### config.mk
export PLATFORM = sky130hd
export DESIGN_NAME = key_conditioner
export DESIGN_NICKNAME = d
export VERILOG_FILES = /design/src/rtl/key_conditioner.sv
export SDC_FILE = /design/constraint.sdc
export NUM_CORES = 1
export LEC_CHECK = 0
export ABC_AREA = 1
export CORE_MARGIN = 5
export CORE_UTILIZATION = 60
export DETAILED_ROUTE_END_ITERATION = 8
export GPL_TIMING_DRIVEN = 0
export PLACE_DENSITY = 0.88
export SLEW_MARGIN = 20
export SYNTH_ARGS = -nofsm -noshare
export SYNTH_HDL_FRONTEND = slang
export SYNTH_SLANG_ARGS = --single-unit
export TNS_END_PERCENT = 100
### constraint.sdc
create_clock -name clock -period 4.4 [get_ports clock]
set_clock_uncertainty 0.15 [all_clocks]
set_input_delay 0.88 -clock clock [delete_from_list [all_inputs] [get_ports clock]]
set_output_delay 0.88 -clock clock [all_outputs]
set_load 0.05 [all_outputs]
### src/rtl/key_conditioner.sv
// Push-button conditioner: synchronises raw keys and the slow clock, debounces each key in
// slow-clock ticks, and emits one-clock press/release pulses with optional auto-repeat.
module key_conditioner #(
  parameter int unsigned WIDTH          = 4,
  parameter int unsigned DEBOUNCE_TICKS = 1,
  parameter bit          REPEAT_EN      = 1'b1,
  parameter int unsigned REPEAT_DELAY   = 3,
  parameter int unsigned REPEAT_RATE    = 1
) (
  input  logic             clock,
  input  logic             reset,
  input  logic             slow_clk,
  input  logic [WIDTH-1:0] buttons,
  output logic [WIDTH-1:0] press_pulse,
  output logic [WIDTH-1:0] release_pulse,
  output logic [WIDTH-1:0] held,
  output logic             any_press
);

  localparam int unsigned MAX_DR = (DEBOUNCE_TICKS > REPEAT_DELAY) ? DEBOUNCE_TICKS : REPEAT_DELAY;
  localparam int unsigned MAX_T  = (MAX_DR > REPEAT_RATE) ? MAX_DR : REPEAT_RATE;
  localparam int unsigned CW     = $clog2(MAX_T) + 1;

  localparam logic [CW-1:0] CNT_ONE    = CW'(1);
  localparam logic [CW-1:0] DB_LAST    = CW'(DEBOUNCE_TICKS - 1);
  localparam logic [CW-1:0] DELAY_LAST = CW'(REPEAT_DELAY - 1);
  localparam logic [CW-1:0] RATE_LAST  = CW'(REPEAT_RATE - 1);

  typedef enum logic [2:0] {
    ST_IDLE,
    ST_ARMING,
    ST_PRESSED,
    ST_REPEATING,
    ST_RELEASING
  } state_e;

  logic             slow_s1_q, slow_s2_q, slow_s3_q;
  logic [WIDTH-1:0] btn_s1_q, btn_s2_q;
  logic             tick;

  state_e           state_q [WIDTH];
  state_e           state_d [WIDTH];
  logic [CW-1:0]    cnt_q   [WIDTH];
  logic [CW-1:0]    cnt_d   [WIDTH];

  logic [WIDTH-1:0] fire_press, fire_rel, held_d;
  logic [WIDTH-1:0] press_q, release_q, held_q;
  logic             any_press_q;

  assign tick = slow_s2_q & ~slow_s3_q;

  always_ff @(posedge clock) begin
    if (reset) begin
      slow_s1_q <= 1'b0;
      slow_s2_q <= 1'b0;
      slow_s3_q <= 1'b0;
      btn_s1_q  <= '0;
      btn_s2_q  <= '0;
    end else begin
      slow_s1_q <= slow_clk;
      slow_s2_q <= slow_s1_q;
      slow_s3_q <= slow_s2_q;
      btn_s1_q  <= buttons;
      btn_s2_q  <= btn_s1_q;
    end
  end

  always_ff @(posedge clock) begin
    if (reset) begin
      for (int unsigned i = 0; i < WIDTH; i++) begin
        state_q[i] <= ST_IDLE;
        cnt_q[i]   <= '0;
      end
    end else begin
      for (int unsigned i = 0; i < WIDTH; i++) begin
        state_q[i] <= state_d[i];
        cnt_q[i]   <= cnt_d[i];
      end
    end
  end

  // Level changes on the synced key win over a coincident tick in every state.
  always_comb begin
    fire_press = '0;
    fire_rel   = '0;
    held_d     = '0;
    for (int unsigned i = 0; i < WIDTH; i++) begin
      state_d[i] = state_q[i];
      cnt_d[i]   = cnt_q[i];
      unique case (state_q[i])
        ST_IDLE: begin
          if (btn_s2_q[i]) begin
            state_d[i] = ST_ARMING;
            cnt_d[i]   = '0;
          end
        end
        ST_ARMING: begin
          if (!btn_s2_q[i]) begin
            state_d[i] = ST_IDLE;
            cnt_d[i]   = '0;
          end else if (tick) begin
            if (cnt_q[i] == DB_LAST) begin
              state_d[i]    = ST_PRESSED;
              cnt_d[i]      = '0;
              fire_press[i] = 1'b1;
            end else begin
              cnt_d[i] = cnt_q[i] + CNT_ONE;
            end
          end
        end
        ST_PRESSED: begin
          if (!btn_s2_q[i]) begin
            state_d[i] = ST_RELEASING;
            cnt_d[i]   = '0;
          end else if (REPEAT_EN && tick) begin
            if (cnt_q[i] == DELAY_LAST) begin
              state_d[i]    = ST_REPEATING;
              cnt_d[i]      = '0;
              fire_press[i] = 1'b1;
            end else begin
              cnt_d[i] = cnt_q[i] + CNT_ONE;
            end
          end
        end
        ST_REPEATING: begin
          if (!btn_s2_q[i]) begin
            state_d[i] = ST_RELEASING;
            cnt_d[i]   = '0;
          end else if (tick) begin
            if (cnt_q[i] == RATE_LAST) begin
              cnt_d[i]      = '0;
              fire_press[i] = 1'b1;
            end else begin
              cnt_d[i] = cnt_q[i] + CNT_ONE;
            end
          end
        end
        ST_RELEASING: begin
          if (btn_s2_q[i]) begin
            state_d[i] = ST_PRESSED;
            cnt_d[i]   = '0;
          end else if (tick) begin
            if (cnt_q[i] == DB_LAST) begin
              state_d[i]  = ST_IDLE;
              cnt_d[i]    = '0;
              fire_rel[i] = 1'b1;
            end else begin
              cnt_d[i] = cnt_q[i] + CNT_ONE;
            end
          end
        end
        default: begin
          state_d[i] = ST_IDLE;
          cnt_d[i]   = '0;
        end
      endcase
      held_d[i] = (state_d[i] == ST_PRESSED) || (state_d[i] == ST_REPEATING) ||
                  (state_d[i] == ST_RELEASING);
    end
  end

  always_ff @(posedge clock) begin
    if (reset) begin
      press_q     <= '0;
      release_q   <= '0;
      held_q      <= '0;
      any_press_q <= 1'b0;
    end else begin
      press_q     <= fire_press;
      release_q   <= fire_rel;
      held_q      <= held_d;
      any_press_q <= |fire_press;
    end
  end

  assign press_pulse   = press_q;
  assign release_pulse = release_q;
  assign held          = held_q;
  assign any_press     = any_press_q;

endmodule

==> results of run 1 <==
## metal layers
| metal | global-route usage (%) | share of wire (%) | routed length (um) |
|---|---|---|---|
| met1 | 25.2 | 45 | 2360 |
| met5 | 0 | 0 | 0 |
| met2 | 36.3 | 50 | 2620 |
| met3 | 3.47 | 4.4 | 233 |
| met4 | 6.99 | 1.3 | 71 |
## state kept, by name (all words and copies together), names as in the netlist
name and cells:
any_press 1, btn_s1_q 4, btn_s2_q 4, cnt_q 12, held 4, press_pulse 4, release_pulse 4, slow_s1_q 1
slow_s2_q 1, slow_s3_q 1, state_q 12
## power groups by stage
stage | combinational (W) | clock [W] | sequential, W
floorplan | 0.0000346 | 0 | 0.000453
global placement | 0.0000490 | 0 | 0.000454
detailed placement | 0.0000497 | 0 | 0.000454
CTS | 0.0000506 | 0.000256 | 0.000444
global route | 0.0000568 | 0.000273 | 0.000444
finish | 0.0000507 | 0.000249 | 0.000444
## final timing paths
kind	from	to	slack (ns)	cells past startpoint
setup / recovery	held[0]	held[0]	1.95	1
hold reg to reg	btn_s1_q[1]	btn_s2_q[1]	0.26	2
setup reg to reg	cnt_q[0][0]	any_press	2.75	10
hold / removal	btn_s1_q[1]	btn_s2_q[1]	0.26	2
## placed cells by master, fill, tap and decap left out, types with 5 or more instances in the layout
master,instances
nor3_1,10
clkdlybuf4s50_1,18
nand3_1,26
nor2_1,55
o21ai_0,12
clkbuf_1,5
clkbuf_8,5
nand2_1,87
a21oi_1,19
inv_1,66
ha_1,12
dfxtp_1,48
## area by class of cell
class                   instances  area share (%)
inverters                      69            9.02
flip-flops and latches         48            33.5
clock inverters                 1           0.174
repair buffers                 18            6.28
clock buffers                   6            2.53
well taps                      50            2.18
plain buffers                   7            1.26
multi-input cells             257            45.1
## stage by stage
step	hold WS [ns]	instances
after global placement	0.240	449
final	0.261	456
after detailed placement	0.248	449
after floorplan	0.238	381
after CTS	0.261	456
after global routing	0.273	456
## cells by family after synthesis
family / count (synthesis) / synth area share [%]
adders and majority gates: 12 / 5.89
xor gates and xnor gates: 3 / 1.03
AOI/OAI and AO/OA: 48 / 11.4
and+or+nand+nor: 194 / 32.4
buffers and inverters: 76 / 11.6
DFF: 48 / 37.7
==> impl_metrics.env, run 1 <==
export IMPL_status="finished, final reports clean"
export IMPL_antenna_found_initial=0
export IMPL_synthesis_area_um2=2550
export IMPL_yosys_area_top_type_share_pct=37.7
export IMPL_min_period_over_period_pct=55.6
export IMPL_grt_ovfl_total=0
export IMPL_cap_viol_max_count=0
export IMPL_path_clk_slew_ns=0.08
export IMPL_cts_made_buffers=5
export IMPL_cts_resized_gates=0
export IMPL_firstDrtPassIters=4
export IMPL_p_switching_w=0.000179
export IMPL_dp_hpwl_um=3900
export IMPL_fin_ws_ns=1.95
export IMPL_cp_end_kind="primary output"
export IMPL_slowest_stage="clkdlybuf4s50_1"
export IMPL_power_frac_seq_pct=59.7
export IMPL_power_density_nw_per_um2=259
export IMPL_die_w_um=75.2
export IMPL_ys_top_cells_by_count="nand2_1, inv_1, nor2_1"
export IMPL_fin_area_um2=2870
export IMPL_synthToLayoutAreaGrowth_pct=12.6
export IMPL_grt_max_degree=14
export IMPL_critical_path_max_fanout=1
export IMPL_synthFlopType="dfxtp_1"
export IMPL_syn_inst=381
export IMPL_max_slew_margin_pct=58.9
export IMPL_gp_congestion=0.963
export IMPL_postCtsSetupRepairBufs=0
export IMPL_criticalPathCategory="flop to primary output"
export IMPL_p_int_w=0.000565
export IMPL_io_pins=20
export IMPL_finalSetupTns_ns=0
export IMPL_setup_violations=0
export IMPL_crit_arrival_ns=1.42
export IMPL_power_share_clock_pct=33.5
export IMPL_drc=0
export IMPL_synth_cell_types=31
export IMPL_yosys_warnings=0
export IMPL_worst_path_buf_inv=1
export IMPL_vias_per_cell=5.23
export IMPL_clockBufferDepth=2
export IMPL_synth_nets=400
export IMPL_tightest_slew_ns=0.616
export IMPL_fin_nets=425
export IMPL_start_util_pct=62.8
export IMPL_chipHeight_um=75.2
export IMPL_multiInputGateArea_um2=1290
export IMPL_combPwrFrac_pct=6.8
export IMPL_post_route_util_pct=70.7
export IMPL_syn_area_per_cell_um2=6.69
export IMPL_p_total_w=0.000743
export IMPL_path_cells="clkdlybuf4s50_1"
export IMPL_required_ns=3.37
export IMPL_hp_class="flop to flop"
export IMPL_groute_usage_overall_pct=20.5
export IMPL_drt_initial_drc_count=121
export IMPL_timing_fmax_ghz=0.409
export IMPL_synth_area_leaders="dfxtp_1, nand2_1, inv_1"
export IMPL_synthArstFlopShare_pct=0
export IMPL_ir_drop_uv=211
export IMPL_synth_most_common_cell="nand2_1"
export IMPL_wl_per_cell_um=11.6
export IMPL_synth_edf_count=0
export IMPL_grt_pass1_vias=2197
export IMPL_yosysTopAreaCell="dfxtp_1"
export IMPL_cts_tree="yes"
export IMPL_fillers=341
export IMPL_dp_slack_ns=2.20
export IMPL_holdBufCountCts=0
export IMPL_drt_total_wl_um=5280
export IMPL_rows=23
export IMPL_antenna_left=0
export IMPL_crit_family="buffers and inverters"
export IMPL_ys_seq_area_share_pct=37.7
export IMPL_swShare_pct=24.0
export IMPL_vias=2384
export IMPL_htree_levels=2
export IMPL_place_area_um2=2790
export IMPL_n_antenna_cell=0
export IMPL_worst_path_largest_cell_delay_ns=0.80
export IMPL_die_area_um2=5650
export IMPL_rsz0062_at_grt="no"
export IMPL_layout_drive_gt1_share_pct=6.65
export IMPL_clock_sinks=48
export IMPL_drv_slew=0
export IMPL_p_leak_nw=1.34
export IMPL_synth_ff_latch_count=48
export IMPL_hold_viol=0
export IMPL_cts_root_buf="clkbuf_8"
export IMPL_clkLatencyLatePin_ns=0.29
export IMPL_portBuffers=18
export IMPL_core_area_um2=4060
export IMPL_layout_area_seq_um2=961
export IMPL_startpoint_type="flop"
export IMPL_period_needed_ns=2.45
export IMPL_grt_pass1_wl_um=9130
Note: power is estimated with default switching activity, not from simulation.
==> run 2: changes to the inputs <==
--- a/config.mk
+++ b/config.mk
@@ -7,10 +7,10 @@
 export LEC_CHECK = 0
 export ABC_AREA = 1
 export CORE_MARGIN = 5
-export CORE_UTILIZATION = 60
+export CORE_UTILIZATION = 52
 export DETAILED_ROUTE_END_ITERATION = 8
 export GPL_TIMING_DRIVEN = 0
-export PLACE_DENSITY = 0.88
+export PLACE_DENSITY = 0.81
 export SLEW_MARGIN = 20
 export SYNTH_ARGS = -nofsm -noshare
 export SYNTH_HDL_FRONTEND = slang
==> constraint.sdc (replaced) <==
create_clock -name clock -period 2.05 [get_ports clock]
set_clock_uncertainty 0.15 [all_clocks]
set_input_delay 0.41 -clock clock [delete_from_list [all_inputs] [get_ports clock]]
set_output_delay 0.41 -clock clock [all_outputs]
set_load 0.05 [all_outputs]
==> impl_metrics.env, run 2 (synthesis gave the netlist of run 1 again) <==
export IMPL_grtUsageMet1_pct=21.7
export IMPL_grt_pass1_vias=2183
export IMPL_power_density_nw_per_um2=563
export IMPL_min_period_over_period_pct=95.9
export IMPL_core_area_um2=4750
export IMPL_vias_per_cell=5.02
export IMPL_htree_levels=2
export IMPL_cts_made_buffers=5
export IMPL_critical_path_max_fanout=1
export IMPL_grt_max_degree=15
export IMPL_antenna_found_initial=0
export IMPL_postCtsSetupRepairBufs=0
export IMPL_portBuffers=18
export IMPL_layout_commonest_cell="nand2_1"
export IMPL_cts_root_buf="clkbuf_8"
export IMPL_worst_path_largest_cell_delay_ns=0.80
export IMPL_required_ns=1.49
export IMPL_synthToLayoutAreaGrowth_pct=14.0
export IMPL_worst_path_buf_inv=1
export IMPL_vias=2379
export IMPL_n_antenna_cell=0
export IMPL_hp_class="flop to flop"
export IMPL_swShare_pct=23.6
export IMPL_finalSetupTns_ns=0
export IMPL_die_w_um=80.0
export IMPL_p_int_w=0.00125
export IMPL_start_util_pct=53.6
export IMPL_wl_per_cell_um=10.9
export IMPL_grt_pass1_wl_um=9090
export IMPL_reg2reg_depth=10
export IMPL_reg_top3="cnt_q (12), state_q (12)"
export IMPL_path_clk_slew_ns=0.09
export IMPL_holdBufCountCts=0
export IMPL_clockBufferDepth=2
export IMPL_cts_tree="yes"
export IMPL_tightest_slew_ns=0.614
export IMPL_dp_slack_ns=0.268
export IMPL_fin_ws_ns=0.0831
export IMPL_timing_fmax_ghz=0.508
export IMPL_clkLatencyLatePin_ns=0.29
export IMPL_fin_nets=425
export IMPL_rows=25
export IMPL_drt_total_wl_um=5180
export IMPL_gp_congestion=0.914
export IMPL_grt_ovfl_total=0
export IMPL_crit_arrival_ns=1.41
export IMPL_final_cell_mix="nand2_1, inv_1, nor2_1"
export IMPL_status="finished, final reports clean"
export IMPL_dp_hpwl_um=3900
export IMPL_firstDrtPassIters=4
export IMPL_power_frac_seq_pct=58.2
export IMPL_drt_initial_drc_count=216
export IMPL_ir_drop_uv=459
export IMPL_post_route_util_pct=61.1
export IMPL_rsz0062_at_grt="no"
export IMPL_io_pins=20
export IMPL_chipHeight_um=80.0
export IMPL_cap_viol_max_count=0
export IMPL_antenna_left=0
export IMPL_max_slew_margin_pct=59.0
export IMPL_power_share_clock_pct=35.3
export IMPL_criticalPathCategory="flop to primary output"
export IMPL_slowest_stage="clkdlybuf4s50_1"
export IMPL_hold_depth=2
export IMPL_cp_num_cells=1
export IMPL_setup_violations=0
export IMPL_die_area_um2=6400
export IMPL_clock_sinks=48
export IMPL_crit_family="buffers and inverters"
export IMPL_cts_resized_gates=0
export IMPL_p_switching_w=0.000387
export IMPL_drc=0
export IMPL_hold_viol=0
export IMPL_period_needed_ns=1.97
export IMPL_path_cells="clkdlybuf4s50_1"
export IMPL_groute_usage_overall_pct=17.6
export IMPL_layout_drive_gt1_share_pct=7.13
export IMPL_grt_use_met3_pct=4.18
export IMPL_cp_end_kind="primary output"
export IMPL_drv_slew=0
export IMPL_startpoint_type="flop"
export IMPL_grtUsageMet2_pct=29.6
export IMPL_p_leak_nw=1.35
export IMPL_combPwrFrac_pct=6.5
export IMPL_gr_max_usage_layer="met2"
==> run 2: changes by cell type in the layout (fill, tap and decap cells not counted) <==
cell / change
clkinv_2: +1
clkbuf_8: +1
clkbuf_1: -1
==> run 2: power groups by stage <==
stage	clock (W)	sequential [W]	combinational, W
6_report	0.000577	0.000952	0.000107
3_3_place_gp	0	0.000974	0.000106
4_1_cts	0.000592	0.000952	0.000107
5_1_grt	0.000631	0.000954	0.000121
2_1_floorplan	0	0.000973	0.0000743
3_5_place_dp	0	0.000974	0.000107
==> run 2: stage by stage <==
stage	instance area, um^2	total power [W]	std cells	hold WS (ns)
after floorplan	2550	0.00105	381	0.238
after global placement	2810	0.00108	466	0.240
after detailed placement	2810	0.00108	466	0.248
after CTS	2910	0.00165	474	0.261
after global routing	2910	0.00171	474	0.266
final	2910	0.00164	474	0.255
==> run 2: final timing paths <==
| path | start | endpoint | slack (ns) |
|---|---|---|---|
| worst max-delay path | press_pulse[3] | press_pulse[3] | 0.08 |
| worst min-delay path | slow_s1_q | slow_s2_q | 0.26 |
| worst max register to register | cnt_q[3][0] | any_press | 0.34 |
| worst min register to register | slow_s1_q | slow_s2_q | 0.26 |
==> run 2: per-layer routing <==
layer	routed length, um	vias to the layer above	part of all wire (%)
li1	-	1235	-
met1	2490	1083	48
met2	2460	59	47
met3	211	2	4.1
met4	29	0	0.56
met5	0	-	0
==> run 2: area by class of cell <==
| class | count | area, um^2 |
|---|---|---|
| Buffer | 7 | 36.3 |
| Inverter | 69 | 259 |
| Clock inverter | 2 | 10.0 |
| Multi-Input combinational cell | 257 | 1290 |
| Sequential cell | 48 | 961 |
| Clock buffer | 6 | 82.6 |
| Fill cell | 457 | 1850 |
| Timing Repair Buffer | 18 | 180 |
| Tap cell | 67 | 83.8 |
==> patch: new RTL, settings of run 2 <==
Set the parameter `WIDTH` to 8 (it was 4).
--- a/src/rtl/key_conditioner.sv
+++ b/src/rtl/key_conditioner.sv
@@ -1,7 +1,7 @@
 // Push-button conditioner: synchronises raw keys and the slow clock, debounces each key in
 // slow-clock ticks, and emits one-clock press/release pulses with optional auto-repeat.
 module key_conditioner #(
-  parameter int unsigned WIDTH          = 4,
+  parameter int unsigned WIDTH          = 8,
   parameter int unsigned DEBOUNCE_TICKS = 1,
   parameter bit          REPEAT_EN      = 1'b1,
   parameter int unsigned REPEAT_DELAY   = 3,
Ports: changed (resized buttons, held, press_pulse and release_pulse); port bits go from 20 to 36. No check against the original RTL was run, so the function may have changed too.
==> patch against run 2 <==
  * Via count up 100%
  * Count of clock-buffer cells in the layout up 4
  * Clock power rose to 2.6 times the old value
  * Synthesized area up 100%
  * Critical path depth unchanged
  * Wire length up 120%
  * Final area up 100%
  * Die area up 85%
  * Setup slack worse by 0.049 ns
  * Synthesized cell count up 100%
  * Sequential share of layout area down 1.7 points
  * Sequential cell count up 44
  * Total power up 120%
  * Worst hold slack worse by 0.062 ns
  * Critical path type unchanged
  * Critical endpoint is now press_pulse[2]
  * Largest cell class unchanged
  * Largest power group unchanged
  * Highest routed layer unchanged
==> patch: results (changes against run 2) <==
Detailed routing
  • Wire length on met1: 5300 um (was 2485 um)
  • First-pass DRT Iterations: 5 (was 4)
  • WL final: 11,310 um (was 5184 um)
  • DR WL met2: 5114 um (was 2456 um)
  • Met3 routed WL: 584 um (was 211 um)

Finish
  • Layout cells sized above 1: 8.856% (was 7.125%)
  • Non-Clock Buffer Count: 52 (was 25)
  • Multi-input combinational area share: 45.84% (was 44.51%)
  • CLK BUF: 10 (was 6)
  • Multi-input gates: 533 (was 257)
  • Top Registers: cnt_q x24, state_q x24 (was cnt_q x12, state_q x12)
  • Clk tree area frac: 4.245% (was 3.186%)
  • Fillers: 927 (was 457)

Run status
  • Outcome: completed (unchanged)

Clock network
  • H-tree Lvls: 3 (was 2)
  • Post-CTS Resized: 12 (was 0)

Logic synthesis
  • Syn_nets: 798 (was 400)
  • Synth top cells by count: nand2_1 (173), inv_1 (114), nor2_1 (109) (was nand2_1 (87), inv_1 (66), nor2_1 (55))
  • Synth Area per Inst: 6.677 um2 (was 6.693 um2)

Power and ir drop
  • Worst VDD drop: 0.4044 mV (was 0.4585 mV)

Global routing
  • GR Util met3: 2.960% (was 4.176%)

Placement
  • Dpl cells: 930 (was 466)
  • Final GP Congestion: 0.9043 (was 0.9135)
  • IO Port Bufs: 34 (was 18)

Timing
  • Worst-margin pin slew: 0.6975 ns (was 0.6144 ns)
[patch: cells by family (layout without fill, tap and decap cells)]
family | after synthesis | after routing | share of synthesized area [%]
flip-flops | 92 | 92 | 36.15
XOR/XNOR | 4 | 4 | 0.6876
adder cells (fa/ha/maj) | 24 | 24 | 5.894
AO/OA/AOI/OAI | 103 | 103 | 11.30
buffers and inverters | 138 | 188 | 11.08
AND/OR/NAND/NOR | 402 | 402 | 34.90
[patch: per-stage QoR]
step,area [um2],worst slack [ns]
2_1_floorplan,5095,0.5839
3_5_place_dp,5602,0.1204
5_1_grt,5866,0.0009723
6_report,5866,0.03436
3_3_place_gp,5602,0.1822
4_1_cts,5836,0.0006007
[patch: worst paths after layout]
kind | endpoint | slack, ns
min | release_pulse[6]$_SDFF_PP0_ | 0.19
max | press_pulse[2] | 0.03
max reg2reg | any_press$_SDFF_PP0_ | 0.29
min reg2reg | btn_s2_q[4]$_SDFF_PP0_ | 0.26
